$ cat config.mk
export PLATFORM = sky130hd
export DESIGN_NAME = time_set_ctrl
export DESIGN_NICKNAME = d
export VERILOG_FILES = /design/src/rtl/time_set_ctrl.sv
export SDC_FILE = /design/constraint.sdc
export NUM_CORES = 1
export LEC_CHECK = 0
export CAP_MARGIN = 20
export CORE_MARGIN = 2
export CORE_UTILIZATION = 44
export CTS_BUF_LIST = sky130_fd_sc_hd__clkbuf_16
export DETAILED_ROUTE_END_ITERATION = 7
export GPL_TIMING_DRIVEN = 0
export PLACE_DENSITY = 0.68
export SETUP_SLACK_MARGIN = 0.5
export SLEW_MARGIN = 20
export SYNTH_ARGS = -nofsm -noshare
export SYNTH_HDL_FRONTEND = slang
export SYNTH_SLANG_ARGS = --single-unit
$ cat constraint.sdc
create_clock -name clk -period 4 [get_ports clk]
set_input_delay 0.8 -clock clk [delete_from_list [all_inputs] [get_ports clk]]
set_output_delay 0.8 -clock clk [all_outputs]
set_load 0.02 [all_outputs]
$ cat src/rtl/time_set_ctrl.sv
// Display sequencer and time-set controller for a six-digit DS1302 clock:
// shows live RTC time, edits hr/min/sec with a blinking field, and commits one RTC write.
module time_set_ctrl #(
    parameter int CLK_HZ   = 50_000_000,
    parameter int BLINK_HZ = 2
) (
    input  logic       clk,
    input  logic       rst,
    input  logic [7:0] rtc_hr,
    input  logic [7:0] rtc_min,
    input  logic [7:0] rtc_sec,
    input  logic       rtc_valid,
    input  logic       btn_mode,
    input  logic       btn_inc,
    input  logic       btn_dec,
    output logic [7:0] disp_hr,
    output logic [7:0] disp_min,
    output logic [7:0] disp_sec,
    output logic [5:0] blank,
    output logic       editing,
    output logic       wr_req,
    output logic [7:0] wr_hr,
    output logic [7:0] wr_min,
    output logic [7:0] wr_sec,
    input  logic       wr_ack
);
    localparam int BLINK_DIV = CLK_HZ / (2 * BLINK_HZ);
    localparam int CW = (BLINK_DIV > 2) ? $clog2(BLINK_DIV) : 1;
    localparam logic [CW-1:0] CNT_LAST = CW'(BLINK_DIV - 1);

    typedef enum logic [2:0] {RUN, EDIT_HR, EDIT_MIN, EDIT_SEC, COMMIT} state_t;

    state_t        state_reg, state_next;
    logic [7:0]    hr_reg, hr_next, min_reg, min_next, sec_reg, sec_next;
    logic [7:0]    wr_hr_reg, wr_hr_next, wr_min_reg, wr_min_next, wr_sec_reg, wr_sec_next;
    logic          wr_req_reg, wr_req_next;
    logic [5:0]    blank_reg, blank_next;
    logic          editing_reg, editing_next;
    logic [CW-1:0] cnt_reg, cnt_next;
    logic          phase_reg, phase_next;
    logic          step_up, step_dn;

    // Out-of-range values (e.g. a corrupt RTC read) snap back into range on the first step.
    function automatic logic [7:0] bcd_inc(input logic [7:0] v, input logic [7:0] max);
        if (v >= max)
            return 8'h00;
        if (v[3:0] >= 4'd9)
            return {v[7:4] + 4'd1, 4'd0};
        return {v[7:4], v[3:0] + 4'd1};
    endfunction

    function automatic logic [7:0] bcd_dec(input logic [7:0] v, input logic [7:0] max);
        if (v == 8'h00 || v > max)
            return max;
        if (v[3:0] == 4'd0)
            return {v[7:4] - 4'd1, 4'd9};
        if (v[3:0] > 4'd9)
            return {v[7:4], 4'd9};
        return {v[7:4], v[3:0] - 4'd1};
    endfunction

    always_ff @(posedge clk or posedge rst) begin
        if (rst) begin
            state_reg   <= RUN;
            hr_reg      <= 8'h00;
            min_reg     <= 8'h00;
            sec_reg     <= 8'h00;
            wr_hr_reg   <= 8'h00;
            wr_min_reg  <= 8'h00;
            wr_sec_reg  <= 8'h00;
            wr_req_reg  <= 1'b0;
            blank_reg   <= 6'b0;
            editing_reg <= 1'b0;
            cnt_reg     <= '0;
            phase_reg   <= 1'b0;
        end else begin
            state_reg   <= state_next;
            hr_reg      <= hr_next;
            min_reg     <= min_next;
            sec_reg     <= sec_next;
            wr_hr_reg   <= wr_hr_next;
            wr_min_reg  <= wr_min_next;
            wr_sec_reg  <= wr_sec_next;
            wr_req_reg  <= wr_req_next;
            blank_reg   <= blank_next;
            editing_reg <= editing_next;
            cnt_reg     <= cnt_next;
            phase_reg   <= phase_next;
        end
    end

    // The display registers double as the edit values, so entering edit starts from what is shown.
    always_comb begin
        state_next  = state_reg;
        hr_next     = hr_reg;
        min_next    = min_reg;
        sec_next    = sec_reg;
        wr_hr_next  = wr_hr_reg;
        wr_min_next = wr_min_reg;
        wr_sec_next = wr_sec_reg;
        wr_req_next = wr_req_reg;
        cnt_next    = cnt_reg;
        phase_next  = phase_reg;
        blank_next  = 6'b0;
        step_up     = btn_inc & ~btn_dec;
        step_dn     = btn_dec & ~btn_inc;

        case (state_reg)
            RUN: begin
                if (btn_mode) begin
                    state_next = EDIT_HR;
                end else if (rtc_valid) begin
                    hr_next  = {2'b00, rtc_hr[5:0]};
                    min_next = {1'b0, rtc_min[6:0]};
                    sec_next = {1'b0, rtc_sec[6:0]};
                end
            end
            EDIT_HR: begin
                if (btn_mode)     state_next = EDIT_MIN;
                else if (step_up) hr_next = bcd_inc(hr_reg, 8'h23);
                else if (step_dn) hr_next = bcd_dec(hr_reg, 8'h23);
            end
            EDIT_MIN: begin
                if (btn_mode)     state_next = EDIT_SEC;
                else if (step_up) min_next = bcd_inc(min_reg, 8'h59);
                else if (step_dn) min_next = bcd_dec(min_reg, 8'h59);
            end
            EDIT_SEC: begin
                if (btn_mode) begin
                    state_next  = COMMIT;
                    wr_hr_next  = hr_reg;
                    wr_min_next = min_reg;
                    wr_sec_next = sec_reg;
                    wr_req_next = 1'b1;
                end else if (step_up) begin
                    sec_next = bcd_inc(sec_reg, 8'h59);
                end else if (step_dn) begin
                    sec_next = bcd_dec(sec_reg, 8'h59);
                end
            end
            COMMIT: begin
                if (wr_ack) begin
                    wr_req_next = 1'b0;
                    state_next  = RUN;
                end
            end
            default: state_next = RUN;
        endcase

        // Every fresh edit field starts visible; blank follows the registered phase.
        if (state_next inside {EDIT_HR, EDIT_MIN, EDIT_SEC}) begin
            if (state_next != state_reg) begin
                cnt_next   = '0;
                phase_next = 1'b0;
            end else if (cnt_reg == CNT_LAST) begin
                cnt_next   = '0;
                phase_next = ~phase_reg;
            end else begin
                cnt_next = cnt_reg + CW'(1);
            end
        end else begin
            cnt_next   = '0;
            phase_next = 1'b0;
        end

        if (phase_next) begin
            case (state_next)
                EDIT_HR:  blank_next = 6'b110000;
                EDIT_MIN: blank_next = 6'b001100;
                EDIT_SEC: blank_next = 6'b000011;
                default:  blank_next = 6'b0;
            endcase
        end
        editing_next = (state_next != RUN);
    end

    assign disp_hr  = hr_reg;
    assign disp_min = min_reg;
    assign disp_sec = sec_reg;
    assign blank    = blank_reg;
    assign editing  = editing_reg;
    assign wr_req   = wr_req_reg;
    assign wr_hr    = wr_hr_reg;
    assign wr_min   = wr_min_reg;
    assign wr_sec   = wr_sec_reg;
endmodule

# --- After elaboration in Yosys (flattened, before gate mapping) ---
# Index checks and enable logic that the tools add are counted.
# Widths: inputs -> output; s select.
word_totals:
  register_bits: 84
  wordCells: 243
  output_inout_bits: 56
classes:
  add_sub_neg: 13
  reduce_logical: 24
  n_mux: 146
  n_lt_le_gt_ge: 12
  n_eq_ne: 28
  n_bitwise: 5
op_table:
  columns: ["cell", "count"]
  rows:
  - ["$mux 8", 45]
  - ["$mux 1", 86]
  - ["$mux 24", 3]
  - ["$pmux 8 s2", 3]
  - ["$ne 5x5->1 const B", 6]
  - ["$add 24x1->24 const B", 1]
  - ["$add 4x1->4 const B", 6]
  - ["$eq 24x24->1 const B", 1]
  - ["$logic_not 8->1", 3]
  - ["$reduce_and 8->1", 3]
  - ["$sub 4x1->4 const B", 6]
  - ["$pmux 6 s3", 1]
  - ["$ge 8x7->1 const B", 2]
  - ["$gt 8x7->1 const B", 2]
  - ["$mux 3", 5]
  - ["$pmux 3 s5", 1]
  - ["$reduce_and 5->1", 3]
  - ["$ne 2x2->1 const B", 7]
  - ["$eq 3x2->1 const B", 4]
  - ["$ge 4x4->1 const B", 3]
  - ["$gt 4x4->1 const B", 3]
  - ["$logic_not 4->1", 3]
  - ["$ne 4x4->1 const B", 3]
  - ["$ne 3x3->1 const B", 3]
  - ["other kinds (15)", 25]

# --- Depth between registers and ports, before layout ---
# Gate-level depths: netlist of run 1.
logic_depth:
  word_depth: 25
  mapped_depth: 8
  ltp_nobuf: 7

# --- Worst setup path before layout of run 1 ---
# OpenSTA, ideal clock, no wires.
synth_timing:
  path_type: "input to register"
  startpoint: "in btn_dec"
  endpoint: "reg min_reg[6], in the netlist disp_min[6]"
  n_path_buf: 0
  t_required_ps: 3879
  path_stages: 7
  path_slack_ps: 1684
  setup_ps: 121
  arrival_ps: 2195
  cell_sequence: "inv_1 > ha_1 > nor2b_1 > o21ai_1 > o41ai_4 > o41ai_1 > a22o_1"
synth_via:
  elab_chain_len: 5
  elab_cells_between_ends: 11
  classes_between: "4 x eq/ne; 3 x mux; 3 x bitwise; 1 x reduce/logical"
synth_lines:
  columns: ["element", "line_no", "text"]
  rows:
  - ["from (decl)", "15", "input logic btn_dec,"]
  - ["$not 1->1", "105", "step_up = btn_inc & ~btn_dec;"]
  - ["$and 1x1->1", "105", null]
  - ["$mux 8", "125", "else if (step_up) min_next = bcd_inc(min_reg, 8'h59);"]
  - ["$mux 8", "124", "if (btn_mode) state_next = EDIT_SEC;"]
  - ["$pmux 8 s2", "108", "case (state_reg)"]
  - ["to (signal assigned)", "79", "min_reg <= min_next;"]
  - ["to (decl)", "34", "logic [7:0] hr_reg, hr_next, min_reg, min_next, sec_reg, sec_next;"]
# Several ways; a longest one is shown, not always the timed one. The select of a mux whose other input is x is not followed.
# A chain may end at the register's enable or synchronous reset.

# --- Worst setup path after layout of run 1 ---
layout_timing:
  startpoint: "in btn_dec"
  endpoint: "reg hr_reg[7], in the netlist disp_hr[7]"
layout_via:
  elab_chain_len: 5
  elab_cells_between_ends: 11
  classes_between: "4 x eq/ne; 3 x mux; 3 x bitwise; 1 x reduce/logical"
layout_lines:
  columns: ["element", "line_no", "text"]
  rows:
  - ["$not 1->1", "105", null]
  - ["$and 1x1->1", "105", null]
  - ["$mux 8", "120", "else if (step_up) hr_next = bcd_inc(hr_reg, 8'h23);"]
  - ["$mux 8", "119", "if (btn_mode) state_next = EDIT_MIN;"]
  - ["$pmux 8 s2", "108", null]
  - ["to (signal assigned)", "78", "hr_reg <= hr_next;"]
  - ["to (decl)", "34", null]
# Several ways; a longest one is shown, not always the timed one. The select of a mux whose other input is x is not followed.

==> impl_metrics.py, run 1 <==
metrics = {
    "final_layout": {
        "fin_cells": 789,
        "largest_register_ffs": 24,
        "fill_cells": 1007,
        "final_cell_mix": "dfrtp_1, clkdlybuf4s50_1, nor2_1",
        "drive_gt1_frac": 0.0977,
        "nets": 691,
        "syn2layout_area_growth_pct": 26.7,
    },
    "worst_setup_path": {
        "critPathKind": "primary input to register",
        "path_depth": 8,
        "setup.worst_path.start": "btn_dec",
        "ff2ff_setup_slack_ps": 1560,
        "path_cells": "clkdlybuf4s50_1 > inv_1 > ha_1 > buf_2 > nor4b_1 > nand4_1 > nor4_1 > o2bb2ai_1",
        "crit_end": "disp_hr[7]",
        "critPathBufInv": 3,
        "critPathMaxStageDelay_ps": 790,
        "reg2reg_depth": 7,
        "r2r_start": "disp_hr[4]",
        "end_kind": "register",
        "cp_slowest_cell": "nor4b_1",
        "reg2reg_to": "disp_hr[7]",
        "worstPathRequired_ps": 4270,
        "cp_data_arrival_time_ps": 3170,
        "crit_fanout": 10,
        "critical_path.top_delay_family": "simple AND/OR/NAND/NOR gates",
        "critPathLaunchType": "primary input",
    },
    "place": {
        "gp_congestion": 0.908,
        "pre_cts_slack_ps": 782,
        "io_buffers": 81,
        "place_inst": 772,
        "dp_hpwl_mm": 9.68,
    },
    "clock_network": {
        "cts_max_path_buffers": 2,
        "htreeDepth": 3,
        "clock-root-buffer": "clkbuf_16",
        "cts_setup_buffers": 0,
        "cts_sinks": 81,
        "numCtsBuffers": 9,
        "cts_hold_buf": 0,
        "clk_pin_slew_ps": 60,
        "post_cts_resized": 0,
        "cts_tree": "done",
        "clk_latency_ps": 350,
    },
    "route": {
        "remaining_drc_errors": 0,
        "avgRoutedWirePerCell_um": 16.7,
        "routed_wl_mm": 13.2,
        "vias": 4486,
        "via_per_inst": 5.69,
        "drtIter0Drc": 286,
        "ant_nets": 0,
        "dr.pass1.iters": 4,
    },
    "yosys": {
        "synthesis.area_mm2": 0.00503,
        "synth.yosys.seq_area_share": 0.403,
        "synth_edf_count": 0,
        "ys_async_sr_fraction": 1.00,
        "synth_cells": 547,
        "ys.flop_type": "dfrtp_1",
        "ys_types": 78,
        "synth.ff_latch_count": 81,
        "synth_warnings": 0,
        "syn_area_per_cell_um2": 9.19,
        "syn_nets": 598,
    },
    "global_routing": {
        "grt_pass1_wl_mm": 21.6,
        "first_global_vias": 4409,
        "overflow": 0,
        "grt_max_degree": 54,
        "antenna_found_initial": 1,
        "track_usage": 0.216,
    },
    "floorplan": {
        "die_y_um": 111,
        "dieArea_mm2": 0.0123,
        "rows": 39,
        "initial_core_util": 0.446,
        "num_io_pins": 87,
        "core_mm2": 0.0113,
        "die_w_um": 111,
    },
    "sta": {
        "clock.fmax_mhz": 345,
        "finalHoldViolCount": 0,
        "drv_slew": 0,
        "setup_violations": 0,
        "min_period_ps": 2900,
        "fin_crit_sh": 0.725,
        "skew_ps": 7.11,
        "fin_ws_ps": 1100,
        "relSlewSlack": 0.416,
        "fin_tns_setup_ps": 0,
        "tightestPinTransition_ps": 864,
        "grt_setup_unrepaired": "no",
    },
    "power_and_ir_drop": {
        "max-vdd-ir-drop_uv": 371,
        "cellPowerDensity_mw_per_mm2": 721,
        "p_leak_nw": 2.63,
        "design_power_total_mw": 4.59,
    },
    "run_status": {
        "status": "finished clean",
    },
    "job": {
        "cap_violations": 0,
    },
    "min_path": {
        "hold_path_class": "register to register",
    },
}
## area by class of cell
cell class,count,area [um^2],area share
inverters,24,92.6,0.0145
clock buffers,9,225,0.0354
flip-flops and latches,81,2030,0.318
multi-input cells,413,2760,0.433
repair buffers,82,838,0.132
plain buffers,29,150,0.0236
well taps,143,179,0.0281
diodes,1,2.50,0.000393
clock inverters,7,95.1,0.0149
## where the power goes
part	switching, mW	leakage [nW]	internal [mW]
Clock	0.348	0.155	0.546
Sequential	0.238	1.04	1.05
Combinational	1.39	1.43	1.02
## cells in the mapped netlist, drive strengths merged, types with 4 or more instances
| cell | instances | area [um^2] |
|---|---|---|
| a211oi | 7 | 52.6 |
| a21o | 4 | 30.0 |
| a21oi | 16 | 83.8 |
| a221oi | 4 | 41.3 |
| a31oi | 7 | 43.8 |
| buf | 20 | 116 |
| clkbuf | 9 | 33.8 |
| dfrtp | 81 | 2030 |
| ha | 20 | 250 |
| inv | 24 | 90.1 |
| mux2 | 7 | 78.8 |
| mux2i | 6 | 60.1 |
| nand2 | 54 | 203 |
| nand2b | 11 | 68.8 |
| nand3 | 21 | 110 |
| nand4 | 17 | 106 |
| nor2 | 57 | 214 |
| nor2b | 9 | 56.3 |
| nor3 | 13 | 80.1 |
| nor3b | 7 | 57.6 |
| nor4 | 5 | 46.3 |
| nor4b | 4 | 41.3 |
| o211ai | 4 | 30.0 |
| o21ai | 35 | 175 |
| o22ai | 6 | 37.5 |
| or3b | 6 | 52.6 |
| xnor2 | 11 | 96.3 |
| xor2 | 18 | 158 |
## cell families (layout without fill, tap and decap cells)
family / count (synthesis) / count (layout) / share of synthesized area
and+or+nand+nor: 229 / 229 / 0.246
AOI/OAI and AO/OA: 122 / 122 / 0.175
DFF: 81 / 81 / 0.403
buffers and inverters: 53 / 151 / 0.0478
xor gates and xnor gates: 29 / 29 / 0.0505
adders and majority gates: 20 / 20 / 0.0498
muxes: 13 / 13 / 0.0276
other: 0 / 1 / 0
## metal layers
layer / GRT usage / vias to the layer above / wire, um
met5: 0 / - / 0
met4: 0.0742 / 0 / 156
met2: 0.342 / 117 / 6340
met3: 0.0590 / 14 / 637
li1: - / 2150 / -
met1: 0.288 / 2205 / 6080
## worst reg2reg max path: cells and delay by family, from the launching register on
kind,cells,cell delay (ps)
compound gates,2,290
fa+ha+maj,1,260
buf+inv,1,170
flops,1,420
simple gates,3,1240
## metrics by stage
stage	utilization	hold WS (ps)	area, um^2
2_1_floorplan	-	452	5030
3_3_place_gp	0.534	461	6020
3_5_place_dp	0.536	470	6050
4_1_cts	0.565	483	6370
5_1_grt	0.565	514	6370
6_report	0.565	480	6370
## how the worst min path moves through the flow
stage,startpoint,end,slack [ps],cells after the start
2_1_floorplan,cnt_reg[0],cnt_reg[0],450,1
3_3_place_gp,wr_min[0],wr_min[0],460,2
3_5_place_dp,wr_min[0],wr_min[0],470,2
4_1_cts,cnt_reg[0],cnt_reg[0],480,1
5_1_grt,wr_hr[0],wr_hr[0],510,2
6_report,cnt_reg[0],cnt_reg[0],480,1
No activity file was read; power rests on OpenSTA's default activity.
==> inputs of run 2 (changes only) <==
--- a/config.mk
+++ b/config.mk
@@ -11,7 +11,7 @@
 export CTS_BUF_LIST = sky130_fd_sc_hd__clkbuf_16
 export DETAILED_ROUTE_END_ITERATION = 7
 export GPL_TIMING_DRIVEN = 0
-export PLACE_DENSITY = 0.68
+export PLACE_DENSITY = 0.71
 export SETUP_SLACK_MARGIN = 0.5
 export SLEW_MARGIN = 20
 export SYNTH_ARGS = -nofsm -noshare
==> constraint.sdc (replaced) <==
create_clock -name clk -period 2.5 [get_ports clk]
set_input_delay 0.5 -clock clk [delete_from_list [all_inputs] [get_ports clk]]
set_output_delay 0.5 -clock clk [all_outputs]
set_load 0.02 [all_outputs]
==> impl_metrics.py, run 2 (synthesis results as in run 1) <==
metrics = {
    "floorplan": {
        "initial_core_util": 0.446,
        "die_y_um": 111,
        "num_io_pins": 87,
        "dieArea_mm2": 0.0123,
        "rows": 39,
        "die_w_um": 111,
        "core_mm2": 0.0113,
    },
    "sta": {
        "clock.fmax_mhz": 477,
        "grt_setup_unrepaired": "yes",
        "fin_crit_sh": 0.839,
        "fin_ws_ps": 401,
        "finalHoldViolCount": 0,
        "setup_violations": 0,
        "min_period_ps": 2100,
        "drv_slew": 0,
        "tightestPinTransition_ps": 622,
        "skew_ps": 12.3,
        "relSlewSlack": 0.583,
    },
    "power_and_ir_drop": {
        "internal-power_mw": 4.59,
        "seq_power_share": 0.255,
        "cellPowerDensity_mw_per_mm2": 1160,
        "p_leak_nw": 2.90,
        "switching_share": 0.439,
        "power.switching_mw": 3.59,
        "max-vdd-ir-drop_uv": 561,
        "power_frac_clock": 0.165,
        "combPwrFrac": 0.580,
    },
    "global_routing": {
        "use_met3": 0.0476,
        "overflow": 0,
        "antenna_found_initial": 1,
        "first_global_vias": 4745,
        "grt_max_degree": 30,
        "grt.met2_usage": 0.392,
        "track_usage": 0.232,
        "busiest_layer": "met2",
        "gr-usage-met1": 0.297,
        "grt_pass1_wl_mm": 23.4,
    },
    "final_layout": {
        "largest_register_ffs": 24,
        "drive_gt1_frac": 0.246,
        "syn2layout_area_growth_pct": 40.5,
        "final_cell_mix": "clkdlybuf4s50_1, dfrtp_1, nor2_1",
        "nets": 728,
        "final_common_cell": "clkdlybuf4s50_1",
        "fill_cells": 909,
        "seqCellArea_mm2": 0.00204,
        "post-route-cell-area_mm2": 0.00706,
        "multiInputGateArea_mm2": 0.00310,
        "antenna_cells": 0,
    },
    "place": {
        "placed_area_mm2": 0.00611,
        "gp_congestion": 0.900,
        "dp_hpwl_mm": 9.73,
        "pre_cts_slack_ps": -185,
        "io_buffers": 81,
    },
    "worst_setup_path": {
        "end_kind": "register",
        "critPathKind": "register to register",
        "crit_fanout": 4,
        "cp_data_arrival_time_ps": 2350,
        "worstPathRequired_ps": 2750,
        "critPathLaunchType": "register",
    },
    "route": {
        "via_per_inst": 5.85,
        "vias": 4827,
        "remaining_drc_errors": 0,
        "ant_nets": 0,
        "routed_wl_mm": 14.8,
        "avgRoutedWirePerCell_um": 18.0,
        "drtIter0Drc": 272,
        "dr.pass1.iters": 5,
    },
    "job": {
        "cap_violations": 0,
    },
    "min_path": {
        "hold_path_class": "primary input to async pin",
    },
    "clock_network": {
        "htreeDepth": 3,
        "cts_max_path_buffers": 2,
        "cts_hold_buf": 0,
        "clk_pin_slew_ps": 70,
        "clk_latency_ps": 340,
        "numCtsBuffers": 9,
        "cts_sinks": 81,
        "cts_tree": "done",
        "clock-root-buffer": "clkbuf_16",
    },
    "run_status": {
        "status": "finished clean",
    },
}
-- run 2: metal layers --
metal / wire length [um] / up-vias
met5: 13 / -
met1: 6050 / 2340
met4: 408 / 2
li1: - / 2239
met2: 7390 / 205
met3: 977 / 41
-- run 2: final timing paths --
| kind | cells past startpoint | slack, ps | endpoint | startpoint |
|---|---|---|---|---|
| worst min-delay path | 2 | 430 | disp_min[6] | rst |
| min in group clk | 2 | 480 | wr_hr[1] | wr_hr[1] |
| max in group asynchronous | 4 | 1430 | disp_hr[7] | rst |
| worst max register to register | 8 | 400 | disp_sec[0] | disp_sec[0] |
| worst min register to register | 2 | 480 | wr_hr[1] | wr_hr[1] |
| worst max-delay path | 8 | 400 | disp_sec[0] | disp_sec[0] |
-- run 2: what timing repair did --
action / CTS / global route
pin swaps: 15 / 11
cloned: 1 / 0
endpoints found under the setup margin: 25 / 53
resized for setup: 43 / 54
buffers inserted: 24 / 10
-- run 2: final cells by class --
cell class | count | share of cell area
Multi-Input combinational cell | 413 | 0.439
Sequential cell | 81 | 0.289
Timing Repair Buffer | 119 | 0.166
Clock buffer | 9 | 0.0319
Tap cell | 143 | 0.0253
Buffer | 29 | 0.0241
Inverter | 24 | 0.0144
Clock inverter | 7 | 0.0110
-- run 2: stage by stage --
stage | instances | power [mW] | TNS, ps | hold slack, ps | util
after floorplan | 547 | 4.58 | 0 | 452 | -
after global placement | 771 | 5.81 | -1110 | 462 | 0.536
after detailed placement | 774 | 5.92 | -1590 | 474 | 0.542
after CTS | 815 | 7.71 | 0 | 429 | 0.604
after global routing | 825 | 8.61 | 0 | 432 | 0.626
final | 825 | 8.18 | 0 | 429 | 0.626
-- run 2: critical path, cell delays in order, from the launching register on --
cell	delay, ps
dfrtp_2	450
inv_2	100
ha_4	130
or3b_4	370
a221o_1	400
buf_4	170
a31oi_1	150
mux2i_1	90
a31oi_1	150
-- run 2: power by group through the flow --
| stage | registers (mW) | logic [mW] | clock network [mW] |
|---|---|---|---|
| final | 2.08 | 4.75 | 1.35 |
| after global routing | 2.13 | 5.07 | 1.42 |
| after CTS | 2.03 | 4.31 | 1.37 |
| after detailed placement | 2.09 | 3.83 | 0 |
| after global placement | 2.07 | 3.74 | 0 |
| after floorplan | 2.41 | 2.17 | 0 |
==> inputs of run 3 (changes only) <==
==> constraint.sdc (replaced) <==
create_clock -name clk -period 1.9 [get_ports clk]
set_input_delay 0.38 -clock clk [delete_from_list [all_inputs] [get_ports clk]]
set_output_delay 0.38 -clock clk [all_outputs]
set_load 0.02 [all_outputs]
==> impl_metrics.py, run 3 (synthesis results as in run 1) <==
metrics = {
    "run_status": {
        "status": "complete, but fails checks",
        "failed_checks": "negative setup slack",
    },
    "job": {
        "cap_violations": 0,
    },
    "worst_setup_path": {
        "worstPathRequired_ps": 2130,
        "crit_fanout": 5,
        "reg2reg_depth": 9,
        "critPathLaunchType": "register",
        "end_kind": "register",
        "critPathKind": "register to register",
        "cp_data_arrival_time_ps": 2350,
    },
    "final_layout": {
        "fill_cells": 729,
        "drive_gt1_frac": 0.507,
        "nets": 792,
        "fin_cells": 889,
        "post-route-cell-area_mm2": 0.00818,
        "final_cell_mix": "buf_4, dfrtp_1, buf_6",
        "final_common_cell": "buf_4",
        "largest_register_ffs": 24,
        "syn2layout_area_growth_pct": 62.7,
        "antenna_cells": 0,
    },
    "route": {
        "remaining_drc_errors": 0,
        "via_per_inst": 6.02,
        "drtIter0Drc": 445,
        "avgRoutedWirePerCell_um": 19.8,
        "dr.pass1.iters": 5,
        "vias": 5351,
        "ant_nets": 0,
        "routed_wl_mm": 17.6,
    },
    "sta": {
        "tightestPinTransition_ps": 625,
        "skew_ps": 8.41,
        "min_period_ps": 2120,
        "hold_ws_ps": 462,
        "setup_violations": 15,
        "fin_crit_sh": 1.12,
        "fin_ws_ps": -219,
        "clock.fmax_mhz": 472,
        "grt_setup_unrepaired": "yes",
        "finalHoldViolCount": 0,
        "drv_slew": 0,
        "relSlewSlack": 0.582,
        "fin_tns_setup_ps": -1070,
    },
    "global_routing": {
        "grt_max_degree": 31,
        "first_global_vias": 5259,
        "grt_pass1_wl_mm": 27.2,
        "overflow": 0,
        "track_usage": 0.271,
        "antenna_found_initial": 0,
    },
    "power_and_ir_drop": {
        "p_leak_nw": 3.47,
        "design_power_total_mw": 12.8,
        "cellPowerDensity_mw_per_mm2": 1560,
        "max-vdd-ir-drop_uv": 919,
    },
    "clock_network": {
        "htreeDepth": 3,
        "cts_sinks": 81,
        "clock-root-buffer": "clkbuf_16",
        "cts_tree": "done",
        "numCtsBuffers": 9,
        "cts_max_path_buffers": 2,
        "clk_latency_ps": 340,
        "cts_hold_buf": 0,
        "clk_pin_slew_ps": 70,
    },
    "floorplan": {
        "num_io_pins": 87,
        "core_mm2": 0.0113,
        "die_w_um": 111,
        "die_y_um": 111,
        "rows": 39,
        "dieArea_mm2": 0.0123,
        "initial_core_util": 0.446,
    },
    "place": {
        "dp_hpwl_mm": 9.86,
        "placed_area_mm2": 0.00629,
        "io_buffers": 81,
        "place_inst": 773,
        "gp_congestion": 0.918,
    },
    "min_path": {
        "hold_path_class": "primary input to async pin",
    },
}
-- run 3: cell count changes in the layout (fill, tap and decap cells not counted), moves of 16 or more --
cell             change
clkbuf_2            +23
clkdlybuf4s50_1     -54
buf_4               +30
o21ai_0             -16
nor2_1              -22
nand2_1             -20
buf_6               +44
-- run 3: final cells by class --
| cell class | instances | area [um^2] | share of cell area |
|---|---|---|---|
| clock buffers | 9 | 225 | 0.0275 |
| inverters | 24 | 106 | 0.0130 |
| plain buffers | 29 | 298 | 0.0364 |
| flip-flops and latches | 81 | 2050 | 0.251 |
| multi-input cells | 413 | 3660 | 0.448 |
| repair buffers | 183 | 1590 | 0.194 |
| well taps | 143 | 179 | 0.0219 |
| clock inverters | 7 | 62.6 | 0.00765 |
-- run 3: what timing repair did --
action / 4_1_cts / 5_1_grt
pin swaps: 62 / 44
cloned: 3 / 0
endpoints found under the setup margin: 133 / 111
resized for setup: 367 / 108
buffers inserted: 69 / 28
-- run 3: final timing paths --
path / slack, ps / to / from
min: 460 / wr_hr[0] / rst
max reg2reg: -220 / disp_min[5] / disp_min[0]
max: -220 / disp_min[5] / disp_min[0]
min in group clk: 460 / state_reg[2] / btn_mode
min reg2reg: 500 / wr_hr[4] / wr_hr[4]
max in group asynchronous: 870 / disp_sec[4] / rst
-- run 3: critical path, stage by stage (launching register included) --
cell       delay, ps
dfrtp_2          440
inv_4             80
ha_4             160
buf_6             90
nor3b_4          240
a2111oi_4         70
o41ai_4          440
buf_4            230
nor2_1            50
a31oi_1          220
-- run 3: power by group --
group,switching (mW),internal [mW]
Combinational,4.39,3.85
Sequential,0.543,2.25
Clock,0.738,1.01
Total,5.68,7.10
-- run 3: stage by stage --
stage               setup slack (ps)   util
CTS                            -66.3  0.691
global route                    -274  0.725
detailed placement              -703  0.558
finish                          -219  0.725
global placement                -723  0.555
floorplan                      -33.8      -
-- run 3: metal layers --
metal  part of all wire  track usage  routed length (um)
met1               0.41        0.354                7190
met2               0.48        0.445                8470
met3              0.073       0.0585                1290
met4              0.038       0.0992                 671
met5                  0            0                   0
